## config.mk

```make
export PLATFORM = sky130hd
export DESIGN_NAME = dem_giay_7seg
export DESIGN_NICKNAME = d
export VERILOG_FILES = /design/src/rtl/dem_giay_7seg_pkg.sv /design/src/rtl/dem_giay_7seg_giai_ma_7seg.sv /design/src/rtl/dem_giay_7seg.sv
export SDC_FILE = /design/constraint.sdc
export NUM_CORES = 1
export LEC_CHECK = 0
export CAP_MARGIN = 20
export CORE_ASPECT_RATIO = 1.4
export CORE_MARGIN = 3
export CORE_UTILIZATION = 30
export DETAILED_ROUTE_END_ITERATION = 12
export DONT_BUFFER_PORTS = 1
export GPL_ROUTABILITY_DRIVEN = 0
export PLACE_DENSITY_LB_ADDON = 0.3
export SYNTH_ARGS = -nofsm -noshare
export SYNTH_HDL_FRONTEND = slang
export SYNTH_HIERARCHICAL = 1
export SYNTH_SLANG_ARGS = --single-unit
```

## constraint.sdc

```tcl
create_clock -name clki -period 4.3 [get_ports clki]
set_input_delay 0.645 -clock clki [delete_from_list [all_inputs] [get_ports clki]]
set_output_delay 0.645 -clock clki [all_outputs]
set_load 0.05 [all_outputs]
```

## src/rtl/dem_giay_7seg_pkg.sv

```systemverilog
// Shared constants for the seconds counter: BCD width, 7-segment patterns
// (active-low, gfedcba), digit-enable codes and the scan-slot type.
package dem_giay_7seg_pkg;

  localparam int BCD_W = 4;

  localparam logic [6:0] SEG_BLANK = 7'h7F;
  localparam logic [6:0] SEG_0     = 7'h40;
  localparam logic [6:0] SEG_1     = 7'h79;
  localparam logic [6:0] SEG_2     = 7'h24;
  localparam logic [6:0] SEG_3     = 7'h30;
  localparam logic [6:0] SEG_4     = 7'h19;
  localparam logic [6:0] SEG_5     = 7'h12;
  localparam logic [6:0] SEG_6     = 7'h02;
  localparam logic [6:0] SEG_7     = 7'h78;
  localparam logic [6:0] SEG_8     = 7'h00;
  localparam logic [6:0] SEG_9     = 7'h10;

  localparam logic [1:0] AN_OFF   = 2'b11;
  localparam logic [1:0] AN_UNITS = 2'b10;
  localparam logic [1:0] AN_TENS  = 2'b01;

  typedef enum logic {
    SLOT_UNITS = 1'b0,
    SLOT_TENS  = 1'b1
  } slot_t;

  // Codes 10..15 never occur in dv; they decode to a dark digit.
  function automatic logic [6:0] bcd_to_seg(input logic [BCD_W-1:0] digit);
    logic [6:0] pattern;
    case (digit)
      4'd0:    pattern = SEG_0;
      4'd1:    pattern = SEG_1;
      4'd2:    pattern = SEG_2;
      4'd3:    pattern = SEG_3;
      4'd4:    pattern = SEG_4;
      4'd5:    pattern = SEG_5;
      4'd6:    pattern = SEG_6;
      4'd7:    pattern = SEG_7;
      4'd8:    pattern = SEG_8;
      4'd9:    pattern = SEG_9;
      default: pattern = SEG_BLANK;
    endcase
    return pattern;
  endfunction

endpackage

```

## src/rtl/dem_giay_7seg_giai_ma_7seg.sv

```systemverilog
// Combinational BCD digit to active-low 7-segment (gfedcba) decoder.
module giai_ma_7seg
  import dem_giay_7seg_pkg::*;
(
  input  logic [BCD_W-1:0] digit,
  output logic [6:0]       seg
);

  always_comb begin
    seg = bcd_to_seg(digit);
  end

endmodule

```

## src/rtl/dem_giay_7seg.sv

```systemverilog
// Seconds counter 00..MAX driven by rising edges of an asynchronous slow tick,
// with a wrap pulse and a 2-digit multiplexed common-anode display driver.
module dem_giay_7seg
  import dem_giay_7seg_pkg::*;
#(
  parameter int SCAN_DIV  = 50000,
  parameter int MAX_TENS  = 5,
  parameter int MAX_UNITS = 9
) (
  input  logic       clki,
  input  logic       rst_n,
  input  logic       tick_in,
  input  logic       en,
  input  logic       clr,
  input  logic       up,
  output logic [7:0] dv,
  output logic       tc,
  output logic [6:0] seg,
  output logic [1:0] an
);

  localparam int CNT_W = (SCAN_DIV > 1) ? $clog2(SCAN_DIV) : 1;
  localparam logic [CNT_W-1:0] SCAN_LAST  = CNT_W'(SCAN_DIV - 1);
  localparam logic [BCD_W-1:0] TENS_MAX   = BCD_W'(MAX_TENS);
  localparam logic [BCD_W-1:0] UNITS_MAX  = BCD_W'(MAX_UNITS);
  localparam logic [BCD_W-1:0] DIGIT_ZERO = BCD_W'(0);
  localparam logic [BCD_W-1:0] DIGIT_ONE  = BCD_W'(1);
  localparam logic [BCD_W-1:0] DIGIT_NINE = BCD_W'(9);

  logic             s1, s2, s3;
  logic [2:0]       vld;
  logic             ev;
  logic [BCD_W-1:0] tens, units;
  logic [7:0]       dv_step;
  logic             wrap;
  logic [CNT_W-1:0] scan_cnt;
  slot_t            slot;
  logic [BCD_W-1:0] scan_digit;
  logic [6:0]       seg_dec;

  // vld tracks which synchronizer stages hold real samples, so a tick that is
  // already high when reset releases is not mistaken for a rising edge.
  always_ff @(posedge clki or negedge rst_n) begin
    if (!rst_n) begin
      s1  <= 1'b0;
      s2  <= 1'b0;
      s3  <= 1'b0;
      vld <= 3'b000;
    end else begin
      s1  <= tick_in;
      s2  <= s1;
      s3  <= s2;
      vld <= {vld[1:0], 1'b1};
    end
  end

  assign ev    = s2 & ~s3 & vld[2];
  assign tens  = dv[7:4];
  assign units = dv[3:0];

  always_comb begin
    dv_step = dv;
    wrap    = 1'b0;
    if (up) begin
      if (tens == TENS_MAX && units == UNITS_MAX) begin
        dv_step = 8'h00;
        wrap    = 1'b1;
      end else if (units == DIGIT_NINE) begin
        dv_step = {tens + DIGIT_ONE, DIGIT_ZERO};
      end else begin
        dv_step = {tens, units + DIGIT_ONE};
      end
    end else begin
      if (dv == 8'h00) begin
        dv_step = {TENS_MAX, UNITS_MAX};
        wrap    = 1'b1;
      end else if (units == DIGIT_ZERO) begin
        dv_step = {tens - DIGIT_ONE, DIGIT_NINE};
      end else begin
        dv_step = {tens, units - DIGIT_ONE};
      end
    end
  end

  // clr outranks a coincident tick, which also suppresses any wrap pulse.
  always_ff @(posedge clki or negedge rst_n) begin
    if (!rst_n) begin
      dv <= 8'h00;
      tc <= 1'b0;
    end else begin
      tc <= 1'b0;
      if (clr) begin
        dv <= 8'h00;
      end else if (ev && en) begin
        dv <= dv_step;
        tc <= wrap;
      end
    end
  end

  // The decoder looks at the digit of the slot about to become active.
  assign scan_digit = (slot == SLOT_UNITS) ? tens : units;

  giai_ma_7seg u_giai_ma (
    .digit (scan_digit),
    .seg   (seg_dec)
  );

  always_ff @(posedge clki or negedge rst_n) begin
    if (!rst_n) begin
      scan_cnt <= '0;
      slot     <= SLOT_UNITS;
      an       <= AN_OFF;
      seg      <= SEG_BLANK;
    end else begin
      if (scan_cnt == SCAN_LAST) begin
        scan_cnt <= '0;
        if (slot == SLOT_UNITS) begin
          slot <= SLOT_TENS;
          an   <= AN_TENS;
        end else begin
          slot <= SLOT_UNITS;
          an   <= AN_UNITS;
        end
        seg <= seg_dec;
      end else begin
        scan_cnt <= scan_cnt + 1'b1;
      end
    end
  end

endmodule

```

# ---- Word-level counts from Yosys, hierarchy flattened
# Memories as Yosys holds them, arrays and structs flattened. A register that Yosys moved wholly into a read port is not among the register bits.
# Index checks and enable logic that the tools add are counted.
dict set report word_totals {
  output_inout_bits 18
  elab_cells 47
  n_memories 1
  regBits 34
  rom_bits 112
}
dict set report op_classes {
  bitwise 3
  n_addsub 5
  mux 16
  n_reduce_logical 8
  n_eq_ne 4
}
# memory depth width rd rd_clocked_by_memory_dff write_ports line
set mem_list {}
lappend mem_list {{(name not given)} 16 7 1 1 0 dem_giay_7seg_pkg.sv:31} ;# case (digit)
# op count
set ops {}
lappend ops {{two-way mux 8 bit} 7}
lappend ops {{adder 16 x 1 -> 16 bit, second input constant} 1}
lappend ops {{== test 16 bit, second input constant} 1}
lappend ops {{two-way mux 16 bit} 1}
lappend ops {{adder 4 x 1 -> 4 bit, second input constant} 2}
lappend ops {{zero test 8 bit} 1}
lappend ops {{subtractor 4 x 1 -> 4 bit, second input constant} 2}
lappend ops {{two-way mux 1 bit} 6}
lappend ops {{== test 4 x 3 -> 1 bit, second input constant} 1}
lappend ops {{== test 4 bit, second input constant} 1}
lappend ops {{zero test 4 bit} 1}
lappend ops {{two-way mux 4 bit} 1}
lappend ops {{!= test 4 x 2 -> 1 bit, second input constant} 1}
lappend ops {{nonzero test 4 bit} 1}
lappend ops {{AND reduction 3 bit} 1}
lappend ops {{bitwise AND 1 bit} 2}
lappend ops {{logical AND 1 bit} 2}
lappend ops {{two-way mux 2 bit} 1}
lappend ops {{nonzero test 2 bit} 1}
lappend ops {{zero test 1 bit} 1}
lappend ops {{inverter 1 bit} 1}

# ---- Depth between registers and ports, before layout
# Gate-level depths: netlist of run 1.
dict set report depth {
  ltp_word 6
  mapped_depth 10
  depth_no_buf 9
}

# ---- By module
# Netlist of run 1, hierarchy kept.
# module seq_area_each_um2 cells_per_inst area_per_inst_um2 instances
set modules_own_cells {}
lappend modules_own_cells {dem_giay_7seg 1037.2 210 2102.0 1}
lappend modules_own_cells {giai_ma_7seg 0.0 31 200.2 1}

# ---- Worst setup path before layout of run 1
# No wires, ideal clock.
dict set report synth_timing {
  path_kind {register -> register}
  from {reg dv[1]}
  to {reg dv[7]}
  path_buffers 1
  arrival_ns 2.425
  stages_incl_launch_ff 8
  setup_slack_ns 1.753
  required_time_ns 4.179
  path_cell_list {dfrtp_1 > inv_1 > ha_1 > or3b_1 > buf_6 > a222oi_1 > a21bo_2 > a22o_1}
}
dict set report synth_between {
  elab_chain_cells 6
  elab_cells_between_ends 12
}
# element line
set synth_lines {}
lappend synth_lines {{start: declaration} dem_giay_7seg.sv:16} ;# output logic [7:0] dv,
lappend synth_lines {{start signal: assignment} dem_giay_7seg.sv:95} ;# dv <= dv_step;
lappend synth_lines {{== test 4 bit} {dem_giay_7seg.sv:65, dem_giay_7seg.sv:68}}
lappend synth_lines {{logical AND 1 bit} dem_giay_7seg.sv:65} ;# if (tens == TENS_MAX && units == UNITS_MAX) begin
lappend synth_lines {{two-way mux 8 bit} dem_giay_7seg.sv:65}
lappend synth_lines {{two-way mux 8 bit} dem_giay_7seg.sv:64} ;# if (up) begin
lappend synth_lines {{two-way mux 8 bit} dem_giay_7seg.sv:94} ;# end else if (ev && en) begin
lappend synth_lines {{two-way mux 8 bit} dem_giay_7seg.sv:92} ;# if (clr) begin
# Parallel ways exist; a longest one is shown, timed or not. The select of a mux whose other input is x is not followed.
# A chain may end at the register's enable or synchronous reset.

# ---- Final worst setup path of run 1
# Same ends and word-level chain as after synthesis.

==> summary.md, run 1 <==
| Metric | Value |
|---|---|
| Worst clock skew | `0.009849 ns` |
| Maximum frequency from static timing analysis | `0.3521 GHz` |
| Power share of the sequential group | `55.1%` |
| Routed length per instance | `13.93 um` |
| Num rows | `37` |
| Post-layout worst setup margin | `1.460 ns` |
| Startpoint of the worst register-to-register path | `dv[1]$_DFFE_PN0P_` |
| Switching power | `0.0002687 W` |
| Biggest area contributors in the synthesized netlist | `sky130_fd_sc_hd__dfrtp_1 (35%), sky130_fd_sc_hd__dfstp_2 (10%), sky130_fd_sc_hd__ha_1 (7.1%), sky130_fd_sc_hd__nand2_1 (6.8%), sky130_fd_sc_hd__xor2_1 (3.0%)` |
| Core Box Area | `7407 um^2` |
| Kind of launch point of the worst setup path | `register` |
| CTS hold repair buffers | `0` |
| Crit-path cells | `inv_1 -> ha_1 -> or3b_1 -> a222oi_1 -> a21bo_2 -> a22o_1` |
| Synth-to-Final Area Change | `6.033%` |
| Cell type contributing the most total cell area after synthesis | `sky130_fd_sc_hd__dfrtp_1` |
| Total Negative Setup Slacks | `0 ns` |
| Number of antenna violations at the first check in global routing | `0` |
| Count of flip-flops with a built-in enable after synthesis | `0` |
| Post-CTS setup-driven buffer insertion count | `0` |
| Endpoint of the lowest-slack register-to-register path | `dv[7]$_DFFE_PN0P_` |
| Global Route Usage Sum | `11.95%` |
| Crit path capture type | `register` |
| Starting density of the core | `31.08%` |
| Skew-Pair Late Insertion Delay | `0.30 ns` |
| Final worst-path cycle share | `66.05%` |
| Delay of the slowest critical-path stage | `0.74 ns` |
| Clock Power Share | `30.8%` |
| TritonCTS clock tree | `done` |
| Final antenna diode count | `0` |
| DP Worst Slack | `1.469 ns` |
| Type of the tightest min-delay check | `in -> async` |
| Max VDD drop | `0.0001129 V` |
| Main flop type after synthesis | `sky130_fd_sc_hd__dfrtp_1` |
| CTS H-Tree Depth | `2` |
| Drc violations | `0` |
| Number of nets at the end of the flow | `257` |
| Most frequent cells in the layout | `sky130_fd_sc_hd__nand2_1 (42), sky130_fd_sc_hd__dfrtp_1 (32), sky130_fd_sc_hd__nor2_1 (18)` |
| Number of library cell types mapped by synthesis | `53` |
| Count of yosys warnings during synthesis | `6` |
| Total I/O pin count | `24` |
| Overflow after GRT | `0` |
| Global-route wire length before repair | `8169 um` |
| Final Hold Vio Count | `0` |
| Number of search-and-repair iterations in the first detailed-routing pass | `4` |
| Max-capacitance violation count | `0` |
| R2R cell count | `6` |
| Antenna viol nets, final | `0` |
| Clock Tree Buf Depth | `2` |
| Cells after synthesis | `241` |
| Port Buffer Count | `0` |
| Clock transition at the registers of the reported paths | `0.09 ns` |
| Data arrival time of the worst path | `3.03 ns` |
| Die H | `109.7 um` |
| Via density per instance | `5.015` |
| Final Slew Violations | `0` |
| Via count | `1685` |
| Required time at the worst-slack endpoint | `4.49 ns` |
| Detailed Place HPWL | `3329 um` |
| Critical Path Slowest Stage Cell | `sky130_fd_sc_hd__a222oi_1` |
| Register area share after synthesis | `45.05%` |
| Pwr/cell area | `339.9 nW/um^2` |
| Floorplan die area | `8776 um^2` |
| Time the final worst path needs with I/O delays and setup | `2.840 ns` |
| Commonest non-fill, non-tap cell in the layout | `sky130_fd_sc_hd__nand2_1` |
| Post-synth design cell area | `2302 um^2` |
| Leakage power | `1.021 nW` |
| Worst slew margin | `42.33%` |
| Final-report setup violation count | `0` |
| Comb pwr share | `14.1%` |
| Switching power as a share of total power | `32.38%` |
| TritonCTS Buffers | `5` |
| Number of design-rule violations left by the first detailed-router iteration | `68` |
| Number of fill cells in the layout | `790` |
| Number of sinks on the clock net | `41` |
| Category of cells accounting for the largest share of critical-path delay | `compound AO/OA/AOI/OAI gates` |
| Count of state elements after synthesis | `41` |
| Total nets after synthesis | `260` |
| Fraction of layout instances using a drive strength above 1 | `10.04%` |
| Internal Pwr Total | `0.0005612 W` |
| Die span in x | `80.04 um` |
| Setup repair after global routing missed its margin | `false` |
| Outcome | `finished clean` |
| Gates resized, CTS repair | `0` |
| Clk root buf | `sky130_fd_sc_hd__clkbuf_8` |
| Critical setup path kind | `reg -> reg` |
| Largest net degree at the start of global routing | `42` |
| Combined buffer and inverter count along the critical path | `1` |
| Mean cell area of the mapped netlist | `9.553 um^2` |
| Number of global-route vias before repair | `1750` |
| Worst setup slack for register-to-register paths | `1.46 ns` |
| Share of Yosys cell area claimed by the top area cell type | `34.78%` |
| Total length of routed wires | `4681 um` |
| Async set-reset flop share out of synthesis | `100.0%` |
| CP max FO | `9` |
| Slew at the pin closest to its max-slew limit | `0.8650 ns` |
[sequential cells by signal (all words and copies together), names as in the netlist]
signal,count
dv,8
scan_cnt,16
an,2
s3,1
tc,1
s1,1
slot,1
vld,3
s2,1
seg,7
[metrics by stage]
step                      util [%]  instance area [um^2]  hold WS (ns)  instances  power [W]
final                        32.96                  2441       0.02857        336  0.0008298
after global placement       31.77                  2354        0.3321        328  0.0005788
after CTS                    32.96                  2441       0.01532        336  0.0008403
after floorplan                  -                  2302        0.3312        241  0.0005668
after global routing         32.96                  2441      0.008576        336  0.0008761
after detailed placement     31.77                  2354        0.3347        328  0.0005801
[final cells by class]
class | instances | area (um^2) | area share [%]
clock inverters | 2 | 15.01 | 0.6151
multi-input cells | 180 | 1157 | 47.41
clock buffers | 6 | 72.57 | 2.973
flip-flops and latches | 41 | 1037 | 42.49
inverters | 10 | 37.54 | 1.538
well taps | 97 | 121.4 | 4.972
[worst max path at each step]
stage	from	to	slack [ns]	depth (start not counted)
2_1_floorplan	dv[1]$_DFFE_PN0P_	dv[7]$_DFFE_PN0P_	1.75	7
3_3_place_gp	dv[0]$_DFFE_PN0P_	dv[7]$_DFFE_PN0P_	1.56	6
3_5_place_dp	dv[0]$_DFFE_PN0P_	dv[7]$_DFFE_PN0P_	1.47	6
4_1_cts	dv[1]$_DFFE_PN0P_	dv[7]$_DFFE_PN0P_	1.47	6
5_1_grt	dv[1]$_DFFE_PN0P_	dv[7]$_DFFE_PN0P_	1.20	6
6_report	dv[1]$_DFFE_PN0P_	dv[7]$_DFFE_PN0P_	1.46	6
[cells by family (layout without fill, tap and decap cells)]
group / count (synthesis) / after routing / synth area share (%)
XOR/XNOR: 13 / 13 / 4.946
AND/OR/NAND/NOR: 111 / 111 / 24.89
other: 1 / 1 / 0.1629
flip-flops: 41 / 41 / 45.05
buffers and inverters: 20 / 18 / 4.674
AO/OA/AOI/OAI: 36 / 36 / 10.38
adder cells (fa/ha/maj): 13 / 13 / 7.065
multiplexers: 6 / 6 / 2.826
[metal layers]
metal	part of all wire (%)	routed length, um	up-vias	track usage [%]
li1	-	-	832	-
met1	46	2147	811	14.15
met2	48	2236	34	20.32
met3	4.2	198	8	3.197
met4	2.1	99	0	4.952
met5	0	0	-	0
[power groups by stage]
| stage | Sequential (W) | Combinational, W | Clock [W] |
|---|---|---|---|
| final | 0.000457 | 0.000117 | 0.000255 |
| after global routing | 0.000461 | 0.000134 | 0.000281 |
| after CTS | 0.000458 | 0.000116 | 0.000267 |
| after detailed placement | 0.000465 | 0.000115 | 0 |
| after global placement | 0.000465 | 0.000114 | 0 |
| after floorplan | 0.000455 | 0.000112 | 0 |
[synthesized netlist by cell type (all sizes together) (6+ instances only)]
cell / instances
a21oi: 7
xor2: 8
dfrtp: 32
nand2: 42
dfstp: 9
buf: 6
o21ai: 13
nor2: 18
ha: 13
nor3: 9
nand3: 10
inv: 10
Note: power is estimated with default switching activity, not from simulation.
==> inputs of run 2 (changes only) <==
==> constraint.sdc (replaced) <==
create_clock -name clki -period 2.72 [get_ports clki]
set_input_delay 0.408 -clock clki [delete_from_list [all_inputs] [get_ports clki]]
set_output_delay 0.408 -clock clki [all_outputs]
set_load 0.05 [all_outputs]
==> summary.md, run 2 (same netlist as run 1, synthesis figures left out) <==
| Metric | Value |
|---|---|
| Critical setup path kind | `reg -> reg` |
| Outcome | `finished clean` |
| Routed length per instance | `13.82 um (-0.82%)` |
| Drc violations | `0 (unchanged)` |
| Synth-to-Final Area Change | `11.03%` |
| Final antenna diode count | `0 (unchanged)` |
| Number of sinks on the clock net | `41 (unchanged)` |
| Clock Tree Buf Depth | `2 (unchanged)` |
| Total length of routed wires | `4822 um (+3.0%)` |
| Post-CTS setup-driven buffer insertion count | `0 (unchanged)` |
| Final Util | `34.51% (+1.6 points)` |
| Core Box Area | `7407 um^2 (unchanged)` |
| Clk root buf | `sky130_fd_sc_hd__clkbuf_8` |
| CTS H-Tree Depth | `2 (unchanged)` |
| DP Worst Slack | `0.5091 ns (-0.9600 ns)` |
| Flip-flop count of the largest register after layout | `16 (unchanged)` |
| Setup repair after global routing missed its margin | `false` |
| Die H | `109.7 um (unchanged)` |
| Worst slew margin | `50.82% (+8.5 points)` |
| Required time at the worst-slack endpoint | `2.88 ns (-1.61 ns)` |
| Detailed Place HPWL | `3544 um (+6.5%)` |
| Multi-input gate area | `1157 um^2 (unchanged)` |
| Flip-flop and latch area | `1037 um^2 (unchanged)` |
| Worst clock skew | `0.01465 ns (+0.004801 ns)` |
| Final Hold Vio Count | `0 (unchanged)` |
| Global Route Usage Sum | `11.85% (-0.10 points)` |
| Overflow after GRT | `0 (unchanged)` |
| CP max FO | `9 (unchanged)` |
| Data arrival time of the worst path | `2.42 ns (-0.61 ns)` |
| Largest net degree at the start of global routing | `42 (unchanged)` |
| Number of search-and-repair iterations in the first detailed-routing pass | `5 (+1)` |
| Number of antenna violations at the first check in global routing | `0 (unchanged)` |
| Total I/O pin count | `24 (unchanged)` |
| Num rows | `37 (unchanged)` |
| Via count | `1733 (+2.8%)` |
| Final worst-path cycle share | `82.97% (+17 points)` |
| Max-capacitance violation count | `0 (unchanged)` |
| Antenna viol nets, final | `0 (unchanged)` |
| Commonest non-fill, non-tap cell in the layout | `sky130_fd_sc_hd__nand2_1` |
| Maximum frequency from static timing analysis | `0.4431 GHz (+26%)` |
| TritonCTS clock tree | `done` |
| Leakage power | `1.098 nW (+7.6%)` |
| Kind of launch point of the worst setup path | `register` |
| Die span in x | `80.04 um (unchanged)` |
| Skew-Pair Late Insertion Delay | `0.30 ns (about the same)` |
| Most frequent cells in the layout | `sky130_fd_sc_hd__nand2_1 (42), sky130_fd_sc_hd__dfrtp_1 (32), sky130_fd_sc_hd__nor2_1 (18)` |
| Power consumption | `0.001359 W (+64%)` |
| Floorplan die area | `8776 um^2 (unchanged)` |
| Time the final worst path needs with I/O delays and setup | `2.257 ns (-0.5834 ns)` |
| Type of the tightest min-delay check | `in -> reg` |
| Clock transition at the registers of the reported paths | `0.09 ns (about the same)` |
| Global-route wire length before repair | `8059 um (-1.3%)` |
| Slew at the pin closest to its max-slew limit | `0.7300 ns (-0.1350 ns)` |
| Biggest registers after layout | `scan_cnt x16, dv x8, seg x7` |
| Largest Register | `scan_cnt` |
| TritonCTS Buffers | `5 (unchanged)` |
| Total Negative Setup Slacks | `0 ns (unchanged)` |
| Number of fill cells in the layout | `764 (-3.3%)` |
| Number of design-rule violations left by the first detailed-router iteration | `51 (-25%)` |
| Port Buffer Count | `0 (unchanged)` |
| Final-report setup violation count | `0 (unchanged)` |
| Number of global-route vias before repair | `1683 (-3.8%)` |
| Number of nets at the end of the flow | `270 (+5.1%)` |
| Max VDD drop | `0.0002635 V (+130%)` |
| Starting density of the core | `31.08% (unchanged)` |
| Pwr/cell area | `531.7 nW/um^2 (+56%)` |
| Post-layout worst setup margin | `0.4632 ns (-0.9966 ns)` |
| Via density per instance | `4.966 (-0.98%)` |
| Fraction of layout instances using a drive strength above 1 | `14.68% (+4.6 points)` |
| Crit path capture type | `register` |
| Final Slew Violations | `0 (unchanged)` |
[run 2: timing repair]
action,CTS,global route
setup endpoints to repair,0,0
hold endpoints to repair,41,0
resized for setup,0,0
hold buffers,2,0
[run 2: layout make-up]
type | count | share of cell area, %
Inverter | 10 | 1.468
Sequential cell | 41 | 40.58
Timing Repair Buffer | 13 | 4.405
Multi-Input combinational cell | 180 | 45.28
Tap cell | 97 | 4.748
Clock inverter | 3 | 0.8321
Clock buffer | 5 | 2.692
[run 2: critical path, stage by stage (launching register included)]
cell and delay (ns):
sky130_fd_sc_hd__dfrtp_1 0.39, sky130_fd_sc_hd__inv_1 0.10, sky130_fd_sc_hd__ha_1 0.17, sky130_fd_sc_hd__or3b_1 0.50, sky130_fd_sc_hd__a222oi_1 0.45, sky130_fd_sc_hd__buf_4 0.24
sky130_fd_sc_hd__a21boi_0 0.17, sky130_fd_sc_hd__o21ai_0 0.11
[run 2: power breakdown]
part	switching (W)	internal, W
clock	0.000227	0.000182
combinational	0.000193	0.000102
sequential	0.0000244	0.000630
[run 2: worst paths after layout]
| kind | start | to | slack [ns] | cells after the start |
|---|---|---|---|---|
| worst max-delay path | dv[1]$_DFFE_PN0P_ | dv[4]$_DFFE_PN0P_ | 0.46 | 7 |
| worst min-delay path | tick_in | s1$_DFF_PN0_ | 0.13 | 0 |
| worst max register to register | dv[1]$_DFFE_PN0P_ | dv[4]$_DFFE_PN0P_ | 0.46 | 7 |
| worst min register to register | vld[0]$_DFF_PN0_ | vld[1]$_DFF_PN0_ | 0.34 | 0 |
| max in group asynchronous | rst_n | seg[1]$_DFFE_PN1N_ | 1.87 | 2 |
| min in group asynchronous | rst_n | dv[1]$_DFFE_PN0P_ | 0.55 | 2 |
[run 2: layer usage]
| metal | global-route usage (%) | vias to the layer above | wire length (um) | part of all wire, % |
|---|---|---|---|---|
| li1 | - | 856 | - | - |
| met1 | 13.33 | 834 | 2132 | 44 |
| met2 | 20.56 | 37 | 2406 | 50 |
| met4 | 5.193 | 0 | 77 | 1.6 |
| met3 | 3.525 | 6 | 205 | 4.3 |
| met5 | 0 | - | 0 | 0 |
[run 2: through the flow]
stage,instance area (um^2),hold slack [ns],cells
floorplan,2302,0.1124,241
global placement,2436,0.1134,339
detailed placement,2436,0.1138,339
CTS,2556,0.1182,349
global route,2556,0.1065,349
finish,2556,0.1346,349
==> inputs of run 3 (changes only) <==
==> constraint.sdc (replaced) <==
create_clock -name clki -period 2.3 [get_ports clki]
set_input_delay 0.345 -clock clki [delete_from_list [all_inputs] [get_ports clki]]
set_output_delay 0.345 -clock clki [all_outputs]
set_load 0.05 [all_outputs]
==> summary.md, run 3 (same netlist as run 1, synthesis figures left out) <==
| Metric | Value |
|---|---|
| Outcome | `finished clean` |
| Floorplan die area | `8776 um^2 (unchanged)` |
| TritonCTS clock tree | `done` |
| Total met3 wirelength after detailed routing | `230 um (+12%)` |
| Final Slew Violations | `0 (unchanged)` |
| Switching power as a share of total power | `29.01% (-3.7 points)` |
| Via count | `1746 (+0.75%)` |
| CP max FO | `9 (unchanged)` |
| Largest net degree at the start of global routing | `42 (unchanged)` |
| Number of antenna violations at the first check in global routing | `0 (unchanged)` |
| Largest Register | `scan_cnt` |
| Total I/O pin count | `24 (unchanged)` |
| Global-route wire length before repair | `8493 um (+5.4%)` |
| Number of search-and-repair iterations in the first detailed-routing pass | `6 (+1)` |
| Time the final worst path needs with I/O delays and setup | `2.092 ns (-0.1651 ns)` |
| Comb pwr share | `21.6% (about the same)` |
| Core Box Area | `7407 um^2 (unchanged)` |
| Total length of routed met2 wires | `2547 um (+5.9%)` |
| Topmost layer with routed signal wires | `met4` |
| Type of the tightest min-delay check | `in -> reg` |
| Leakage power | `1.123 nW (+2.3%)` |
| Drc violations | `0 (unchanged)` |
| Final-report setup violation count | `0 (unchanged)` |
| Final antenna diode count | `0 (unchanged)` |
| Kind of launch point of the worst setup path | `register` |
| TritonCTS Buffers | `5 (unchanged)` |
| Post-layout worst setup margin | `0.2083 ns (-0.2549 ns)` |
| Number of nets at the end of the flow | `273 (+1.1%)` |
| Final worst-path cycle share | `90.94% (+8.0 points)` |
| Clock transition at the registers of the reported paths | `0.08 ns (about the same)` |
| Required time at the worst-slack endpoint | `2.48 ns (-0.40 ns)` |
| Routed metal-1 wirelength | `2077 um (-2.6%)` |
| Port Buffer Count | `0 (unchanged)` |
| Fraction of layout instances using a drive strength above 1 | `16.86% (+2.2 points)` |
| Number of design-rule violations left by the first detailed-router iteration | `40 (-22%)` |
| Antenna viol nets, final | `0 (unchanged)` |
| Num rows | `37 (unchanged)` |
| Global Route Usage Sum | `12.34% (+0.48 points)` |
| Slew at the pin closest to its max-slew limit | `0.5574 ns (-0.1726 ns)` |
| Starting density of the core | `31.08% (unchanged)` |
| Critical setup path kind | `reg -> reg` |
| Internal Pwr Total | `0.001230 W (+34%)` |
| DP Worst Slack | `0.2182 ns (-0.2908 ns)` |
| Final Hold Vio Count | `0 (unchanged)` |
| Total length of routed wires | `4929 um (+2.2%)` |
| Data arrival time of the worst path | `2.27 ns (-0.15 ns)` |
| Setup repair after global routing missed its margin | `false` |
| Commonest non-fill, non-tap cell in the layout | `sky130_fd_sc_hd__nand2_1` |
| Routed length per instance | `14.00 um (+1.3%)` |
| Overflow after GRT | `0 (unchanged)` |
| Max VDD drop | `0.0002949 V (+12%)` |
| Power share of the sequential group | `44.0% (-4.1 points)` |
| Die span in x | `80.04 um (unchanged)` |
| Skew-Pair Late Insertion Delay | `0.29 ns (about the same)` |
| Number of global-route vias before repair | `1793 (+6.5%)` |
| Worst clock skew | `0.006221 ns (-0.008429 ns)` |
| Crit path capture type | `register` |
| Biggest registers after layout | `scan_cnt x16, dv x8, seg x7` |
| Via density per instance | `4.960 (-0.11%)` |
| Flip-flop count of the largest register after layout | `16 (unchanged)` |
| Worst slew margin | `62.50% (+12 points)` |
| Most frequent cells in the layout | `sky130_fd_sc_hd__nand2_1 (42), sky130_fd_sc_hd__dfrtp_1 (30), sky130_fd_sc_hd__nor2_1 (18)` |
| Clk root buf | `sky130_fd_sc_hd__clkbuf_8` |
| Final Util | `35.20% (+0.69 points)` |
| CTS H-Tree Depth | `2 (unchanged)` |
| Clock Tree Buf Depth | `2 (unchanged)` |
| Max-capacitance violation count | `0 (unchanged)` |
| Die H | `109.7 um (unchanged)` |
| Synth-to-Final Area Change | `13.26%` |
| Switching power | `0.0005026 W (+13%)` |
| Number of sinks on the clock net | `41 (unchanged)` |
| Detailed Place HPWL | `3679 um (+3.8%)` |
| Maximum frequency from static timing analysis | `0.4781 GHz (+7.9%)` |
| Pwr/cell area | `664.5 nW/um^2 (+25%)` |
| Clock Power Share | `34.3% (+4.2 points)` |
-- run 3: cell types whose count changed in the layout (fill, tap and decap cells not counted), sizes merged --
cell	before	now
buf	12	15
bufinv	0	1
inv	11	10
clkinv	1	0
clkinvlp	1	0
clkbuf	5	7
-- run 3: final cells by class --
cell class                 instances  area (um^2)
clock buffer                       7        86.33
fill                             788         4800
inverter                          10        37.54
timing repair buffer              16        135.1
sequential                        41         1040
clock inverter                     1        30.03
tap                               97        121.4
multi-input combinational        180         1157
-- run 3: timing repair --
item	in CTS	in global routing
gates resized for setup	0	0
hold buffers	2	0
endpoints found under the hold margin	41	0
setup buffers	0	0
-- run 3: final timing paths --
| kind | cells after the start | from | slack [ns] | endpoint |
|---|---|---|---|---|
| worst min-delay path | 0 | tick_in | 0.08 | s1$_DFF_PN0_ |
| worst min register to register | 0 | s1$_DFF_PN0_ | 0.35 | s2$_DFF_PN0_ |
| worst max-delay path | 7 | dv[1]$_DFFE_PN0P_ | 0.21 | dv[7]$_DFFE_PN0P_ |
| worst max register to register | 7 | dv[1]$_DFFE_PN0P_ | 0.21 | dv[7]$_DFFE_PN0P_ |
| max in group asynchronous | 2 | rst_n | 1.52 | seg[1]$_DFFE_PN1N_ |
| min in group asynchronous | 2 | rst_n | 0.50 | tc$_DFF_PN0_ |
-- run 3: layer usage --
metal / GRT usage, % / vias up
met1: 14.32 / 843
met2: 21.86 / 37
met3: 3.033 / 5
met4: 4.348 / 0
met5: 0 / -
li1: - / 861
-- run 3: worst max-delay path, cell delays in order, from the launching register on --
cell	delay [ns]
sky130_fd_sc_hd__dfrtp_2	0.41
sky130_fd_sc_hd__inv_2	0.07
sky130_fd_sc_hd__ha_1	0.15
sky130_fd_sc_hd__or3b_1	0.48
sky130_fd_sc_hd__a222oi_1	0.28
sky130_fd_sc_hd__buf_4	0.21
sky130_fd_sc_hd__a21bo_2	0.22
sky130_fd_sc_hd__a22o_1	0.17
-- run 3: per-stage QoR --
stage | total power, W | instance area (um^2) | instances | setup TNS [ns] | hold slack, ns
floorplan | 0.001061 | 2305 | 241 | -0.06896 | 0.04941
global placement | 0.001129 | 2461 | 342 | 0 | 0.05029
detailed placement | 0.001130 | 2461 | 342 | 0 | 0.05052
CTS | 0.001760 | 2608 | 352 | 0 | 0.07029
global route | 0.001834 | 2608 | 352 | 0 | 0.06441
finish | 0.001733 | 2608 | 352 | 0 | 0.08392
-- run 3: power by group through the flow --
| stage | registers [W] | clock network [W] | logic (W) |
|---|---|---|---|
| 4_1_cts | 0.000763 | 0.000620 | 0.000376 |
| 3_3_place_gp | 0.000776 | 0 | 0.000353 |
| 5_1_grt | 0.000766 | 0.000649 | 0.000419 |
| 6_report | 0.000763 | 0.000595 | 0.000374 |
| 3_5_place_dp | 0.000777 | 0 | 0.000352 |
| 2_1_floorplan | 0.000851 | 0 | 0.000210 |
